`src/rtl/audio_lpf_decimate_pkg.sv`:
```
// Shared constants, coefficient table and FSM state type for the decimating audio low-pass.
// Coefficients are Q10, symmetric, with DC gain 1040/1024.
package audio_lpf_pkg;

    localparam int DEF_DATA_SIZE = 16;
    localparam int DEF_TAPS      = 32;
    localparam int DEF_DECIM     = 8;
    localparam int DEF_FRAC_BITS = 10;
    localparam int DEF_ACC_WIDTH = 40;

    typedef logic signed [DEF_DATA_SIZE-1:0] coeff_t;

    localparam coeff_t AUDIO_LPF_COEFFS [DEF_TAPS] = '{
        -16'sd2,  -16'sd3,  -16'sd4,  -16'sd4,  -16'sd2,  16'sd2,   16'sd8,   16'sd16,
         16'sd26,  16'sd38,  16'sd50,  16'sd62,  16'sd72,  16'sd80,  16'sd86,  16'sd95,
         16'sd95,  16'sd86,  16'sd80,  16'sd72,  16'sd62,  16'sd50,  16'sd38,  16'sd26,
         16'sd16,  16'sd8,   16'sd2,  -16'sd2,  -16'sd4,  -16'sd4,  -16'sd3,  -16'sd2
    };

    typedef enum logic [1:0] {
        S_READ,
        S_MAC,
        S_SCALE,
        S_WRITE
    } state_t;

endpackage

```
`src/rtl/audio_lpf_decimate_if.sv`:
```
// FIFO-side signals of the filter: FWFT read port upstream, write port downstream.
// The master modport is the filter itself.
interface audio_lpf_decimate_if #(
    parameter int DATA_SIZE = audio_lpf_pkg::DEF_DATA_SIZE
);
    logic signed [DATA_SIZE-1:0] x_in;
    logic                        x_empty;
    logic                        x_rd_en;
    logic signed [DATA_SIZE-1:0] y_out;
    logic                        y_wr_en;
    logic                        y_full;

    modport master (
        input  x_in, x_empty, y_full,
        output x_rd_en, y_out, y_wr_en
    );

    modport slave (
        output x_in, x_empty, y_full,
        input  x_rd_en, y_out, y_wr_en
    );
endinterface

```
`src/rtl/audio_lpf_decimate_fir_mac.sv`:
```
// Registered multiply-accumulate: one full-width signed product per enabled cycle.
// Clear wins over enable.
module fir_mac #(
    parameter int DATA_SIZE = audio_lpf_pkg::DEF_DATA_SIZE,
    parameter int ACC_WIDTH = audio_lpf_pkg::DEF_ACC_WIDTH
) (
    input  logic                        i_clk,
    input  logic                        i_rst,
    input  logic                        i_clr,
    input  logic                        i_en,
    input  logic signed [DATA_SIZE-1:0] i_coeff,
    input  logic signed [DATA_SIZE-1:0] i_sample,
    output logic signed [ACC_WIDTH-1:0] o_acc
);
    logic signed [2*DATA_SIZE-1:0] w_prod;
    logic signed [ACC_WIDTH-1:0]   w_prod_ext;
    logic signed [ACC_WIDTH-1:0]   r_acc;

    assign w_prod     = i_coeff * i_sample;
    assign w_prod_ext = {{(ACC_WIDTH-2*DATA_SIZE){w_prod[2*DATA_SIZE-1]}}, w_prod};
    assign o_acc      = r_acc;

    // NOTE: non-blocking assignment keeps every register update on the same edge semantics.
    always_ff @(posedge i_clk or posedge i_rst) begin
        if (i_rst) begin
            r_acc <= '0;
        end else if (i_clr) begin
            r_acc <= '0;
        end else if (i_en) begin
            r_acc <= r_acc + w_prod_ext;
        end
    end
endmodule

```
`src/rtl/audio_lpf_decimate.sv`:
```
// Decimating 32-tap FIR low-pass: collect DECIM samples, run one MAC per tap,
// scale/saturate, then write one result downstream.
module audio_lpf_decimate
    import audio_lpf_pkg::*;
#(
    parameter int DATA_SIZE = DEF_DATA_SIZE,
    parameter int TAPS      = DEF_TAPS,
    parameter int DECIM     = DEF_DECIM,
    parameter int FRAC_BITS = DEF_FRAC_BITS,
    parameter int ACC_WIDTH = DEF_ACC_WIDTH
) (
    input  logic                  i_clk,
    input  logic                  i_rst,
    audio_lpf_decimate_if.master  bus
);
    localparam int TAP_W = (TAPS  > 1) ? $clog2(TAPS)  : 1;
    localparam int CNT_W = (DECIM > 1) ? $clog2(DECIM) : 1;

    typedef logic signed [DATA_SIZE-1:0] sample_t;

    state_t             r_state;
    logic [CNT_W-1:0]   r_cnt;
    logic [TAP_W-1:0]   r_tap;
    sample_t            r_delay [TAPS];
    sample_t            r_y;

    logic                          w_pop;
    logic                          w_last;
    logic                          w_write;
    logic                          w_mac_en;
    logic signed [ACC_WIDTH-1:0]   w_acc;
    logic signed [ACC_WIDTH-1:0]   w_shifted;
    logic [ACC_WIDTH-DATA_SIZE:0]  w_hi;
    sample_t                       w_sat;

    // Reset gates the pop so the FIFO is never drained while the block is held in reset.
    assign w_pop    = !i_rst && (r_state == S_READ) && !bus.x_empty;
    assign w_last   = w_pop && (r_cnt == CNT_W'(DECIM-1));
    assign w_write  = (r_state == S_WRITE) && !bus.y_full;
    assign w_mac_en = (r_state == S_MAC);

    assign bus.x_rd_en = w_pop;
    assign bus.y_wr_en = w_write;
    assign bus.y_out   = r_y;

    fir_mac #(
        .DATA_SIZE (DATA_SIZE),
        .ACC_WIDTH (ACC_WIDTH)
    ) u_mac (
        .i_clk    (i_clk),
        .i_rst    (i_rst),
        .i_clr    (w_last),
        .i_en     (w_mac_en),
        .i_coeff  (AUDIO_LPF_COEFFS[r_tap]),
        .i_sample (r_delay[r_tap]),
        .o_acc    (w_acc)
    );

    // Floor shift, then clamp whenever the bits above the output sign are not all equal.
    assign w_shifted = w_acc >>> FRAC_BITS;
    assign w_hi      = w_shifted[ACC_WIDTH-1:DATA_SIZE-1];

    // NOTE: default assignment first, so no path through this block leaves w_sat unassigned (no latch).
    always_comb begin
        w_sat = w_shifted[DATA_SIZE-1:0];
        if (!((&w_hi) || !(|w_hi))) begin
            w_sat = w_hi[ACC_WIDTH-DATA_SIZE] ? {1'b1, {(DATA_SIZE-1){1'b0}}}
                                              : {1'b0, {(DATA_SIZE-1){1'b1}}};
        end
    end

    // NOTE: the delay line is reset so the first outputs after reset never see stale samples.
    always_ff @(posedge i_clk or posedge i_rst) begin
        if (i_rst) begin
            for (int i = 0; i < TAPS; i++) r_delay[i] <= '0;
        end else if (w_pop) begin
            r_delay[0] <= bus.x_in;
            for (int i = 1; i < TAPS; i++) r_delay[i] <= r_delay[i-1];
        end
    end

    always_ff @(posedge i_clk or posedge i_rst) begin
        if (i_rst) begin
            r_state <= S_READ;
            r_cnt   <= '0;
            r_tap   <= '0;
            r_y     <= '0;
        end else begin
            case (r_state)
                S_READ: begin
                    if (w_pop) begin
                        if (w_last) begin
                            r_cnt   <= '0;
                            r_tap   <= '0;
                            r_state <= S_MAC;
                        end else begin
                            r_cnt <= r_cnt + 1'b1;
                        end
                    end
                end
                S_MAC: begin
                    if (r_tap == TAP_W'(TAPS-1)) begin
                        r_state <= S_SCALE;
                    end else begin
                        r_tap <= r_tap + 1'b1;
                    end
                end
                S_SCALE: begin
                    r_y     <= w_sat;
                    r_state <= S_WRITE;
                end
                S_WRITE: begin
                    if (!bus.y_full) r_state <= S_READ;
                end
                default: r_state <= S_READ;
            endcase
        end
    end
endmodule
```
`src/flat_wrapper.sv`:
```
// flat-port wrapper written by rule: the top's interface ports become plain ports
module audio_lpf_decimate_flat import audio_lpf_pkg::*;
#(
    parameter int DATA_SIZE = DEF_DATA_SIZE,
    parameter int TAPS      = DEF_TAPS,
    parameter int DECIM     = DEF_DECIM,
    parameter int FRAC_BITS = DEF_FRAC_BITS,
    parameter int ACC_WIDTH = DEF_ACC_WIDTH
)
  (i_clk, i_rst, bus_x_in, bus_x_empty, bus_y_full, bus_x_rd_en, bus_y_out, bus_y_wr_en);
  audio_lpf_decimate_if #(.DATA_SIZE(DATA_SIZE)) bus_i ();
  input  logic i_clk;
  input  logic i_rst;
  input wire logic [$bits(bus_i.x_in)-1:0] bus_x_in;
  input wire logic [$bits(bus_i.x_empty)-1:0] bus_x_empty;
  input wire logic [$bits(bus_i.y_full)-1:0] bus_y_full;
  output wire logic [$bits(bus_i.x_rd_en)-1:0] bus_x_rd_en;
  output wire logic [$bits(bus_i.y_out)-1:0] bus_y_out;
  output wire logic [$bits(bus_i.y_wr_en)-1:0] bus_y_wr_en;
  assign bus_i.x_in = bus_x_in;
  assign bus_i.x_empty = bus_x_empty;
  assign bus_i.y_full = bus_y_full;
  assign bus_x_rd_en = bus_i.x_rd_en;
  assign bus_y_out = bus_i.y_out;
  assign bus_y_wr_en = bus_i.y_wr_en;
  audio_lpf_decimate #(.DATA_SIZE(DATA_SIZE), .TAPS(TAPS), .DECIM(DECIM), .FRAC_BITS(FRAC_BITS), .ACC_WIDTH(ACC_WIDTH)) u_core (.i_clk(i_clk), .i_rst(i_rst), .bus(bus_i));
endmodule
```
`config.mk`:
```
export PLATFORM = sky130hd
export DESIGN_NAME = audio_lpf_decimate_flat
export DESIGN_NICKNAME = d
export VERILOG_FILES = /design/src/rtl/audio_lpf_decimate_pkg.sv /design/src/rtl/audio_lpf_decimate_if.sv /design/src/rtl/audio_lpf_decimate_fir_mac.sv /design/src/rtl/audio_lpf_decimate.sv /design/src/flat_wrapper.sv
export SDC_FILE = /design/constraint.sdc
export NUM_CORES = 2
export LEC_CHECK = 0
export BUFFER_PORTS_ARGS = -buffer_cell sky130_fd_sc_hd__buf_4
export CAP_MARGIN = 15
export CORE_MARGIN = 1
export CORE_UTILIZATION = 35
export DETAILED_ROUTE_END_ITERATION = 8
export PLACE_DENSITY = 0.54
export SYNTH_ARGS = -nofsm -noshare
export SYNTH_HDL_FRONTEND = slang
export SYNTH_SLANG_ARGS = --single-unit
```
`constraint.sdc`:
```
create_clock -name i_clk -period 33.2 [get_ports i_clk]
set_input_delay 0 -clock i_clk [delete_from_list [all_inputs] [get_ports i_clk]]
set_output_delay 0 -clock i_clk [all_outputs]
set_load 0.05 [all_outputs]
```
Word level (Yosys, flattened, before mapping)
Memory sizes are Yosys's and may differ from the RTL's.
Index checks and enable logic that the tools add are counted.
W data, S select, Z words.
{ "totals": {"ff_bits": 578, "rom_bits": 512, "in_bits": 20, "n_memories": 1} }
{ "op_classes": {"n_mul": 1, "add_sub_neg": 3, "eq_ne": 10, "n_bitwise": 1, "magnitude_cmp": 1, "muxes": 19, "reduce_logical": 17} }
{ "mem_list": {"columns": ["memory", "words", "word_bits", "rd", "rd_clocked_by_memory_dff", "wr", "line", "rtl"], "rows": [
  ["(no name shown)", 32, 16, 1, 0, 0, "audio_lpf_decimate.sv:54", ".i_coeff (AUDIO_LPF_COEFFS[r_tap]),"]
]} }
{ "op_table": {"columns": ["operator", "n"], "rows": [
  ["$mux W16", 6],
  ["$bmux W16 S5", 1],
  ["$mux W40", 2],
  ["$add A40 B32 Y40", 1],
  ["$mul A16 B16 Y32", 1],
  ["$mux W5", 3],
  ["$reduce_and A15 Y1", 1],
  ["$reduce_or A15 Y1", 1],
  ["$pmux W5 S2", 1],
  ["$mux W2", 4],
  ["$pmux W2 S4", 1],
  ["$reduce_and A4 Y1", 2],
  ["$ge A6 B6 Y1 const B", 1],
  ["$ne A2 B2 Y1 const B", 3],
  ["$not A5 Y6", 1],
  ["$add A5 B1 Y5 const B", 1],
  ["$eq A5 B5 Y1 const B", 1],
  ["$eq A2 B2 Y1 const B", 2],
  ["$logic_and A1 B1 Y1", 4],
  ["$logic_not A1 Y1", 4],
  ["$ne A2 B1 Y1 const B", 2],
  ["$reduce_bool A2 Y1", 2],
  ["$add A3 B1 Y3 const B", 1],
  ["$eq A3 B3 Y1 const B", 1],
  ["other kinds (5)", 5]
]} }

Depth between registers and ports, before layout
{ "depth": {"word_depth": 8, "ltp_mapped": 38, "ltp_nobuf": 32} }

By module
A second synthesis with hierarchy kept.
{ "hier_totals": {"hier_cells": 4234, "hier_area_um2": 38757.2} }
{ "modules_own_cells": {"columns": ["module", "area_per_inst_um2", "seq_area_each_um2", "instances", "cells_each"], "rows": [
  ["audio_lpf_decimate", 24750.0, 13462.9, 1, 2724],
  ["fir_mac", 14007.2, 1001.0, 1, 1510]
]} }

Worst setup path before layout
No wires, ideal clock.
{ "synth_path": {"path_type": "input-to-reg", "startpoint": "input i_rst", "endpoint": "register u_core.r_delay[304] (netlist name)", "stages": 7, "setup_slack_ps": 18577, "n_path_buf": 2, "arrival_time_ps": 14556, "cell_sequence": "inv_1 nand3b_1 inv_1 clkbuf_1 clkbuf_1 nand2_1 nand2_1"} }
{ "synth_via": {"elab_chain_cells": 3} }
{ "synth_lines": {"columns": ["element", "line", "rtl"], "rows": [
  ["from (decl)", "flat_wrapper.sv:13", "input logic i_rst;"],
  ["$logic_not A1 Y1 (no source line)", null, null],
  ["$logic_and A1 B1 Y1 (2 in series)", "audio_lpf_decimate.sv:37", "assign w_pop = !i_rst && (r_state == S_READ) && !bus.x_empty;"],
  ["named net bus_x_rd_en", "flat_wrapper.sv:17", "output wire logic [$bits(bus_i.x_rd_en)-1:0] bus_x_rd_en;"],
  ["to (decl)", "audio_lpf_decimate.sv:24", "sample_t r_delay [TAPS];"]
]} }
The timed path passes the listed nets, and every way through them passes these cells.
A chain may end at the register's enable or synchronous reset.

Worst setup path in the final report
{ "layout_path": {"startpoint": "register u_core.r_tap[0]", "endpoint": "register u_core.u_mac.r_acc[34] (netlist: u_core.u_mac.o_acc[34])"} }
{ "layout_via": {"elab_chain_cells": 8} }
{ "layout_lines": {"columns": ["element", "line", "rtl"], "rows": [
  ["from (decl)", "audio_lpf_decimate.sv:23", "logic [TAP_W-1:0] r_tap;"],
  ["from (signal assigned)", "audio_lpf_decimate.sv:105", "r_tap <= r_tap + 1'b1;"],
  ["$not A5 Y6 (implied by the code) *", "audio_lpf_decimate.sv:54, audio_lpf_decimate.sv:55", null],
  ["$mem_v2 Z32 W16 / $bmux W16 S5 (equally long branches)", null, null],
  ["$mux W16, on equally long branches (2 in series)", "audio_lpf_decimate.sv:54, audio_lpf_decimate.sv:55", null],
  ["$mul A16 B16 Y32 *", "audio_lpf_decimate_fir_mac.sv:19", "assign w_prod = i_coeff * i_sample;"],
  ["$add A40 B32 Y40 *", "audio_lpf_decimate_fir_mac.sv:30", "r_acc <= r_acc + w_prod_ext;"],
  ["$mux W40 *", "audio_lpf_decimate_fir_mac.sv:29", "end else if (i_en) begin"],
  ["$mux W40 *", "audio_lpf_decimate_fir_mac.sv:27", "end else if (i_clr) begin"],
  ["to (signal assigned)", "audio_lpf_decimate_fir_mac.sv:30", null],
  ["to (decl)", "audio_lpf_decimate_fir_mac.sv:17", "logic signed [ACC_WIDTH-1:0] r_acc;"]
]} }
Every way passes the cells marked *; elsewhere a longest branch is shown, timed or not. The select of a mux whose other input is x is not followed.

==> reports/results.txt <==
Die Ht -> 322 um
Die area -> 104,000 um2
First-pass GRT wire length -> 141,000 um
Post-synth EDFFs -> 0
Period utilization -> 0.306
Placed cell areas -> 37,500 um2
Number of global-route vias before repair -> 25,400
Synth warn -> 0
CP Launch Type -> flop
Initial antenna violation count -> 0
Clk_lat worst skew -> 0.63 ns
Post-synth top cells -> nand2_1, dfrtp_1, inv_1
Drt first-iter violations -> 1,740
Unique masters post-synth -> 72
Ports -> 38
Simple-Gate Fraction of Synth Area -> 0.204
WP data arrival -> 10.66 ns
Synth Register Bits -> 578
Synth area leader -> dfrtp_1
H-tree depth -> 3
R2r worst-path depth -> 27
Reg clk slew, reported paths -> 0.06 ns
HP Class -> primary input to flop
Final hold vios -> 0
Worst hold path endpoint -> u_core.r_delay[504]
F_max -> 98.3 MHz
Crit-path most repeated cell -> fa_1
RePlAce Congestion -> 0.856
Unrepaired setup endpoints after global routing -> false
Setup TNS -> 0 ns
Drt wl/cell -> 15.8 um
Max-cap violations -> 0
CTS Sinks -> 578
TritonCTS Buffers -> 71
Worst path top cell family by delay -> adder cells
Longest Clk Path Bufs -> 3
Adder and majority cell fraction of the synthesized area -> 0.180
Slew of the pin with the lowest slew margin -> 1.12 ns
FF-to-FF End -> u_core.u_mac.o_acc[34]
Synthesized area per cell -> 9.12 um2
FF-to-FF Start -> u_core.r_tap[0]
Syn Nets -> 4,333
Setup repair bufs after CTS -> 0
Async SR Flop Fraction -> 1.00
Post-route ant nets -> 0
Nets@finish -> 4,312
Post-route minimum period -> 10.17 ns
Complex-gate fraction of the synthesized area -> 0.0607
Finished Cell Area -> 40,100 um2
Initial cell density of the core -> 0.353
Mux contribution to synthesized area -> 0.0834
CTS Hold Bufs -> 19
Die width -> 322 um
Worst Path Required -> 33.69 ns
Mapped Area -> 35,900 um2
Core area -> 102,000 um2
Status -> completed
Post-DP HPWL -> 53,700 um
Setup CP Type -> flop to flop
Crit-path max FO -> 44
FP Rows -> 117
Total track usage -> 0.167
Layout cell share with drive strength beyond 1 -> 0.0767
Final setup viols -> 0
Post-Synth XOR/XNOR Area -> 0.00877
# port buffers -> 37
Count leader, synth -> nand2_1
Post-CTS sizing -> 0
Setup crit end kind -> flop
Largest net degree at the start of global routing -> 223
Skew final -> 0.0393 ns
Number of vias per cell -> 4.82
WP buf/inv -> 6
Slew Viols, Final -> 0
Hold path startpoint -> bus_x_in[8]
Main synth FF type -> dfrtp_1
Routed WL -> 84,500 um
CTS tree -> built
Post-synthesis sequential area ratio -> 0.402
CTS Root Cell -> clkbuf_16
Largest family of logic cells by synthesized area -> simple AND/OR/NAND/NOR gates
Number of remaining DRC errors -> 0
DRT Pass-1 Iters -> 5
Largest stage delay on the critical path -> 0.99 ns
Worst hold path depth -> 4
Post-Synthesis Cells -> 3,941
Via Count -> 25,700
Area growth syn-to-layout -> 11.6%
Overflow after GRT -> 0
Top post-synthesis cells by area -> dfrtp_1, nand2_1, fa_1, ha_1, mux4_2
Top cell type's share of synthesized area -> 0.402
Slew headroom -> 0.251
R2r setup slk -> 23.03 ns
CP max stage cell -> dfrtp_4
how the worst max path moves through the flow:
stage	to	cells after the start	slack, ns	start
after floorplan	u_core.bus.y_out[0]	1	17.01	i_rst
after global placement	u_core.u_mac.o_acc[34]	27	23.07	u_core.r_tap[0]
after detailed placement	u_core.u_mac.o_acc[34]	27	22.98	u_core.r_tap[0]
after CTS	u_core.u_mac.o_acc[32]	26	22.94	u_core.r_tap[0]
after global routing	u_core.u_mac.o_acc[34]	27	22.37	u_core.r_tap[0]
final	u_core.u_mac.o_acc[34]	27	23.03	u_core.r_tap[0]
layer usage:
| metal | wire length, um | vias to the layer above | GRT usage |
|---|---|---|---|
| met2 | 37700 | 383 | 0.255 |
| met1 | 42200 | 12700 | 0.250 |
| met5 | 0 | - | 0 |
| met3 | 2850 | 113 | 0.0195 |
| li1 | - | 12500 | - |
| met4 | 1650 | 0 | 0.0413 |
final cells by class:
type | count | area, um2
inverter | 354 | 1340
timing repair buffer | 107 | 863
antenna | 1 | 2.50
clock inverter | 20 | 295
sequential | 578 | 14500
multi-input combinational | 2808 | 19300
clock buffer | 107 | 2100
tap | 1368 | 1710
fill | 10100 | 61600
state kept, by name (all words and copies together), names as in the netlist:
| register | count |
|---|---|
| u_core.bus.y_out | 16 |
| u_core.r_cnt | 3 |
| u_core.r_delay | 512 |
| u_core.r_state | 2 |
| u_core.r_tap | 5 |
| u_core.u_mac.o_acc | 40 |
tightest hold or removal path, stage by stage:
cell	delay, ns
dlygate4sd3_1	0.52
buf_4	0.09
nand2_1	0.04
nand2_1	0.04
cell usage in the layout, fill, tap and decap left out, types with 16 or more instances in the layout:
cell type / netlist / routed
xnor2_1: 22 / 22
clkbuf_8: 3 / 17
a21oi_1: 77 / 77
dlygate4sd3_1: 0 / 19
clkbuf_1: 151 / 18
nor2_1: 123 / 123
a21o_1: 16 / 16
nand2b_1: 21 / 20
ha_1: 130 / 129
mux4_2: 70 / 70
nor2b_1: 16 / 16
mux2i_1: 141 / 141
clkbuf_16: 0 / 72
dfrtp_1: 578 / 575
inv_1: 352 / 349
o221ai_1: 62 / 62
o22ai_1: 27 / 27
o211ai_1: 16 / 16
nand2_1: 1606 / 1605
fa_1: 242 / 242
o21ai_0: 59 / 59
buf_4: 10 / 87
nor3_1: 27 / 27
cell families (layout without fill, tap and decap cells):
logic type / count (synthesis) / after routing
other: 0 / 1
multiplexers: 212 / 212
AND/OR/NAND/NOR: 1868 / 1868
flip-flops: 578 / 578
buffers and inverters: 555 / 588
adder cells (fa/ha/maj): 372 / 372
XOR/XNOR: 36 / 36
AO/OA/AOI/OAI: 320 / 320
metrics by stage:
stage	utilization	cells	hold slack [ns]	setup slack, ns
6_report	0.394	5343	0.106	23.03
5_1_grt	0.394	5342	0.104	22.37
4_1_cts	0.394	5342	0.0644	22.94
3_5_place_dp	0.369	5196	0.00489	22.98
3_3_place_gp	0.369	5196	0.00763	23.07
2_1_floorplan	-	3941	0.105	17.01
Power is left out: the tool's default activity adds up to more than one toggle a clock period on the data nets, which glitch-free logic cannot reach.
